File: config.mk
export PLATFORM = sky130hd
export DESIGN_NAME = mem_port_arbiter
export DESIGN_NICKNAME = d
export VERILOG_FILES = /design/src/rtl/mem_arb_pkg.sv /design/src/rtl/mem_arb_resp_pipe.sv /design/src/rtl/mem_port_arbiter.sv
export SDC_FILE = /design/constraint.sdc
export NUM_CORES = 1
export LEC_CHECK = 0
export CAP_MARGIN = 10
export CELL_PAD_IN_SITES_DETAIL_PLACEMENT = 1
export CELL_PAD_IN_SITES_GLOBAL_PLACEMENT = 2
export CORE_MARGIN = 4
export CORE_UTILIZATION = 10
export DETAILED_ROUTE_END_ITERATION = 10
export PLACE_DENSITY_LB_ADDON = 0.1
export SLEW_MARGIN = 25
export SYNTH_ARGS = -nofsm -noshare
export SYNTH_HDL_FRONTEND = slang
export SYNTH_SLANG_ARGS = --single-unit
File: constraint.sdc
create_clock -name clk -period 2.3 [get_ports clk]
set_input_delay 0.69 -clock clk [delete_from_list [all_inputs] [get_ports clk]]
set_output_delay 0.69 -clock clk [all_outputs]
set_load 0.02 [all_outputs]
File: src/rtl/mem_arb_pkg.sv
// Shared types and constants for the I/D memory port arbiter.
package mem_arb_pkg;

    typedef enum logic [1:0] {
        OWN_NONE = 2'd0,
        OWN_I    = 2'd1,
        OWN_D    = 2'd2
    } owner_t;

    localparam int STALL_CNT_W = 16;
    localparam int DEF_ADDR_W  = 32;
    localparam int DEF_DATA_W  = 32;

endpackage

File: src/rtl/mem_arb_resp_pipe.sv
// Owner-tag delay line: tells the arbiter which port a returning read belongs to.
module mem_arb_resp_pipe
    import mem_arb_pkg::*;
#(
    parameter int DEPTH = 1
) (
    input  logic   clk,
    input  logic   reset,
    input  owner_t tag_in,
    output owner_t tag_out
);

    owner_t stage_r [DEPTH];

    // Shift tags one stage per cycle; reset drops everything in flight.
    always_ff @(posedge clk) begin
        if (!reset) begin
            for (int i = 0; i < DEPTH; i++) begin
                stage_r[i] <= OWN_NONE;
            end
        end else begin
            stage_r[0] <= tag_in;
            for (int i = 1; i < DEPTH; i++) begin
                stage_r[i] <= stage_r[i-1];
            end
        end
    end

    assign tag_out = stage_r[DEPTH-1];

endmodule

File: src/rtl/mem_port_arbiter.sv
// Fixed D-priority arbiter with fetch starvation guard sharing one memory port.
// Optional stall statistics counter enabled by defining ARB_STATS_EN.
module mem_port_arbiter
    import mem_arb_pkg::*;
#(
    parameter int ADDR_W     = DEF_ADDR_W,
    parameter int DATA_W     = DEF_DATA_W,
    parameter int MEM_LAT    = 1,
    parameter int STARVE_MAX = 4
) (
    input  logic                   clk,
    input  logic                   reset,
    input  logic                   i_req,
    input  logic [ADDR_W-1:0]      i_addr,
    output logic                   i_gnt,
    output logic                   i_rvalid,
    output logic [DATA_W-1:0]      i_rdata,
    input  logic                   d_req,
    input  logic                   d_we,
    input  logic [ADDR_W-1:0]      d_addr,
    input  logic [DATA_W-1:0]      d_wdata,
    output logic                   d_gnt,
    output logic                   d_rvalid,
    output logic [DATA_W-1:0]      d_rdata,
    output logic                   mem_en,
    output logic                   mem_we,
    output logic [ADDR_W-3:0]      mem_addr,
    output logic [DATA_W-1:0]      mem_wdata,
    input  logic [DATA_W-1:0]      mem_rdata,
    output logic [STALL_CNT_W-1:0] stall_cnt
);

    localparam logic [3:0] STARVE_LIM = 4'(STARVE_MAX);

    logic [3:0] starve_r;
    logic       i_gnt_s;
    logic       d_gnt_s;
    owner_t     tag_in_s;
    owner_t     tag_out_s;
    logic       unused_addr_bits_s;

    // Grant decision: D wins contention until fetch has waited STARVE_MAX grants.
    always_comb begin
        i_gnt_s = 1'b0;
        d_gnt_s = 1'b0;
        if (!reset) begin
            i_gnt_s = 1'b0;
            d_gnt_s = 1'b0;
        end else if (i_req && d_req) begin
            if (starve_r >= STARVE_LIM) begin
                i_gnt_s = 1'b1;
            end else begin
                d_gnt_s = 1'b1;
            end
        end else if (d_req) begin
            d_gnt_s = 1'b1;
        end else if (i_req) begin
            i_gnt_s = 1'b1;
        end else begin
            i_gnt_s = 1'b0;
            d_gnt_s = 1'b0;
        end
    end

    // Count D grants taken while fetch waits; any fetch grant or idle fetch clears it.
    always_ff @(posedge clk) begin
        if (!reset) begin
            starve_r <= 4'd0;
        end else if (i_gnt_s || !i_req) begin
            starve_r <= 4'd0;
        end else if (d_gnt_s) begin
            starve_r <= starve_r + 4'd1;
        end else begin
            starve_r <= starve_r;
        end
    end

    // Memory-side mux; address and write data idle at zero when no access.
    always_comb begin
        mem_en    = i_gnt_s | d_gnt_s;
        mem_we    = d_gnt_s & d_we;
        mem_addr  = '0;
        mem_wdata = '0;
        if (d_gnt_s) begin
            mem_addr  = d_addr[ADDR_W-1:2];
            mem_wdata = d_wdata;
        end else if (i_gnt_s) begin
            mem_addr  = i_addr[ADDR_W-1:2];
        end else begin
            mem_addr  = '0;
        end
    end

    // Only reads get a tag; stores finish in their grant cycle.
    always_comb begin
        tag_in_s = OWN_NONE;
        if (d_gnt_s && !d_we) begin
            tag_in_s = OWN_D;
        end else if (i_gnt_s) begin
            tag_in_s = OWN_I;
        end else begin
            tag_in_s = OWN_NONE;
        end
    end

    mem_arb_resp_pipe #(
        .DEPTH (MEM_LAT)
    ) u_resp_pipe (
        .clk     (clk),
        .reset   (reset),
        .tag_in  (tag_in_s),
        .tag_out (tag_out_s)
    );

    assign i_gnt    = i_gnt_s;
    assign d_gnt    = d_gnt_s;
    // Gate with reset so a tag reaching the output during the reset cycle is dropped.
    assign i_rvalid = reset & (tag_out_s == OWN_I);
    assign d_rvalid = reset & (tag_out_s == OWN_D);
    assign i_rdata  = mem_rdata;
    assign d_rdata  = mem_rdata;

    assign unused_addr_bits_s = ^{i_addr[1:0], d_addr[1:0]};

`ifdef ARB_STATS_EN
    logic [STALL_CNT_W-1:0] stall_r;

    // Saturating count of cycles fetch is requesting but not granted.
    always_ff @(posedge clk) begin
        if (!reset) begin
            stall_r <= 16'd0;
        end else if (i_req && !i_gnt_s && (stall_r != 16'hFFFF)) begin
            stall_r <= stall_r + 16'd1;
        end else begin
            stall_r <= stall_r;
        end
    end

    assign stall_cnt = stall_r;
`else
    assign stall_cnt = '0;
`endif

endmodule
==> flow_metrics.env <==
export IMPL_rsz0062_at_grt="true"
export IMPL_placement_cell_area_um2=2780
export IMPL_drc=0
export IMPL_dpl_hpwl_um=5980
export IMPL_path_cells="buf_8 -> buf_6 -> a21oi_4 -> buf_12 -> buf_12 -> a22o_1 -> buf_6"
export IMPL_die_area_um2=15600
export IMPL_fin_crit_sh_pct=100
export IMPL_place_ws_ns=-0.893
export IMPL_drt_iter0_drc=8
export IMPL_peakVddDrop_v=0.000215
export IMPL_wl_um=7570
export IMPL_worst_ep_arrival_time_ns=1.62
export IMPL_synthesis_area_um2=1370
export IMPL_grt_pass1_vias=1700
export IMPL_finalHoldViolations=0
export IMPL_violations="negative setup slack"
export IMPL_cp_start_kind="input pin"
export IMPL_netlist_instances=176
export IMPL_vias=1570
export IMPL_path_clk_slew_ns=0.04
export IMPL_yosysWarnings=0
export IMPL_holdWs_ns=0.417
export IMPL_cts_buffers=3
export IMPL_clkSinkCount=6
export IMPL_fill_cells=1570
export IMPL_drive_gt1_share_pct=41.1
export IMPL_p_seq_share_pct=11.4
export IMPL_p_sw_share_pct=29.9
export IMPL_num_io_pins=281
export IMPL_power_per_cell_area_nw_per_um2=309
export IMPL_setup_tns_ns=-0.0423
export IMPL_yosys_cell_types_count=19
export IMPL_cts_root_buf="clkbuf_16"
export IMPL_achievable_frequency_mhz=433
export IMPL_p_int_w=0.000672
export IMPL_syn_area_per_cell_um2=7.78
export IMPL_drv_cap=0
export IMPL_synth_seq_area_share_pct=8.78
export IMPL_dr_pass1_iters=3
export IMPL_clk_path_buf_depth=2
export IMPL_p_comb_share_pct=59.2
export IMPL_cp_end_kind="primary output"
export IMPL_crit_fanout=10
export IMPL_crit_slowest_cell="a21oi_4"
export IMPL_status="finished with violations"
export IMPL_holdBufCountCts=0
export IMPL_setup_slack_ns=-0.0111
export IMPL_regArea_um2=120
export IMPL_overflow=0
export IMPL_worstPathRequired_ns=1.61
export IMPL_multi_input_comb_area_um2=729
export IMPL_place_congestion=0.758
export IMPL_num_antenna_cells=0
export IMPL_grt_max_degree=17
export IMPL_die_y_um=125
export IMPL_power_clock_fraction_pct=29.4
export IMPL_final_min_clock_period_ns=2.31
export IMPL_antenna_found_initial=0
export IMPL_nets=428
export IMPL_core_um2=13300
export IMPL_grtUsageTotal_pct=9.00
export IMPL_clk_latency_ns=0.23
export IMPL_syn2layout_area_growth_pct=127
export IMPL_portBuffers=164
export IMPL_chipWidth_um=125
export IMPL_grt_pass1_wl_um=11000
export IMPL_drtAntennaViolNets=0
export IMPL_finalSetupViolations=9
export IMPL_p_sw_w=0.000287
export IMPL_min_path_type="reg2reg"
export IMPL_placementRows=42
export IMPL_htreeDepth=1
export IMPL_leakagePower_nw=1.38
export IMPL_max_stage_delay_ns=0.16
export IMPL_slew_violations=0
export IMPL_final_area_um2=3100
export IMPL_critical_path_class="in2out"
export IMPL_viasPerCell=3.35
export IMPL_wl_per_cell_um=16.2
export IMPL_start_util_pct=10.3
export IMPL_synth_seq_cells=6
export IMPL_fin_skew_ns=0.00302
export IMPL_cts_tree="built"
registers in the layout (all words and copies together) (netlist names):
register / cells
starve_r: 4
u_resp_pipe.stage_r: 2
cell usage after synthesis:
master	number	share of area [%]
buf_4	80	44
and2_1	35	16
a22o_1	30	19
dfxtp_1	6	8.8
buf_2	5	1.8
buf_6	3	2.5
clkbuf_2	2	0.73
nand2_1	2	0.55
nor2_1	2	0.55
nor2b_1	2	0.91
a21oi_1	1	0.37
a21oi_2	1	0.64
and3_4	1	0.82
and3b_1	1	0.64
and4_1	1	0.64
conb_1	1	0.27
ha_1	1	0.91
o21ai_1	1	0.37
or2_2	1	0.46
routing by layer:
layer | global-route usage, % | part of all wire, %
met3 | 4.05 | 11
met2 | 16.5 | 52
met1 | 9.56 | 36
met5 | 0 | 0
met4 | 1.85 | 1.6
path summary, 6_finish.rpt:
| kind | slack (ns) | cells after the start | from | end |
|---|---|---|---|---|
| worst min register to register | 0.42 | 1 | starve_r[0]$_SDFFE_PP0P_ | starve_r[0]$_SDFFE_PP0P_ |
| worst max register to register | 1.11 | 5 | starve_r[2]$_SDFFE_PP0P_ | starve_r[2]$_SDFFE_PP0P_ |
| worst min-delay path | 0.42 | 1 | starve_r[0]$_SDFFE_PP0P_ | starve_r[0]$_SDFFE_PP0P_ |
| worst max-delay path | -0.01 | 7 | d_req | mem_addr[22] |
repair_timing:
action,4_1_cts,5_1_grt
resized for setup,374,57
buffers inserted,6,0
endpoints found under the setup margin,68,59
gates cloned,5,0
endpoints found under the hold margin,0,0
pin swaps,17,12
placed cells by master, fill, tap and decap left out, drive strengths merged:
cell	Yosys	routed
ha	1	1
and3b	1	1
and3	1	2
and4	1	1
conb	1	17
buf	88	91
dlygate4sd2	0	2
nor2	2	2
nor2b	2	2
or2	1	1
and2	35	35
dfxtp	6	6
clkdlybuf4s50	0	93
a21oi	2	2
clkbuf	2	3
o21ai	1	1
a22o	30	30
nand2	2	2
power groups by stage:
stage | Combinational (W) | Clock, W | Sequential [W]
after floorplan | 0.000367 | 0 | 0.000110
after global placement | 0.000510 | 0 | 0.000111
after detailed placement | 0.000511 | 0 | 0.000111
after CTS | 0.000560 | 0.000291 | 0.000110
after global routing | 0.000601 | 0.000295 | 0.000110
final | 0.000567 | 0.000282 | 0.000110
stage by stage:
stage,std cells,util (%),power (W)
2_1_floorplan,192,-,0.000478
4_1_cts,470,22.4,0.000960
5_1_grt,468,23.2,0.00101
3_3_place_gp,456,20.8,0.000620
3_5_place_dp,456,20.8,0.000622
6_report,468,23.2,0.000959
critical path, delay by kind of cell:
kind / cells / cell delay (ns)
AOI/OAI and AO/OA: 2 / 0.31
buffers and inverters: 5 / 0.61
cell families after synthesis:
kind of cell / share of synthesized area [%]
AOI/OAI and AO/OA: 20.6
adders and majority gates: 0.914
buffers and inverters: 48.9
DFF: 8.78
other: 0.274
and+or+nand+nor: 20.6
layout make-up:
cell class,count,area share [%]
Timing Repair Buffer,186,63.1
Clock buffer,3,2.42
Multi-Input combinational cell,97,23.5
Tap cell,176,7.10
Sequential cell,6,3.87
No activity file was read; power rests on OpenSTA's default activity.
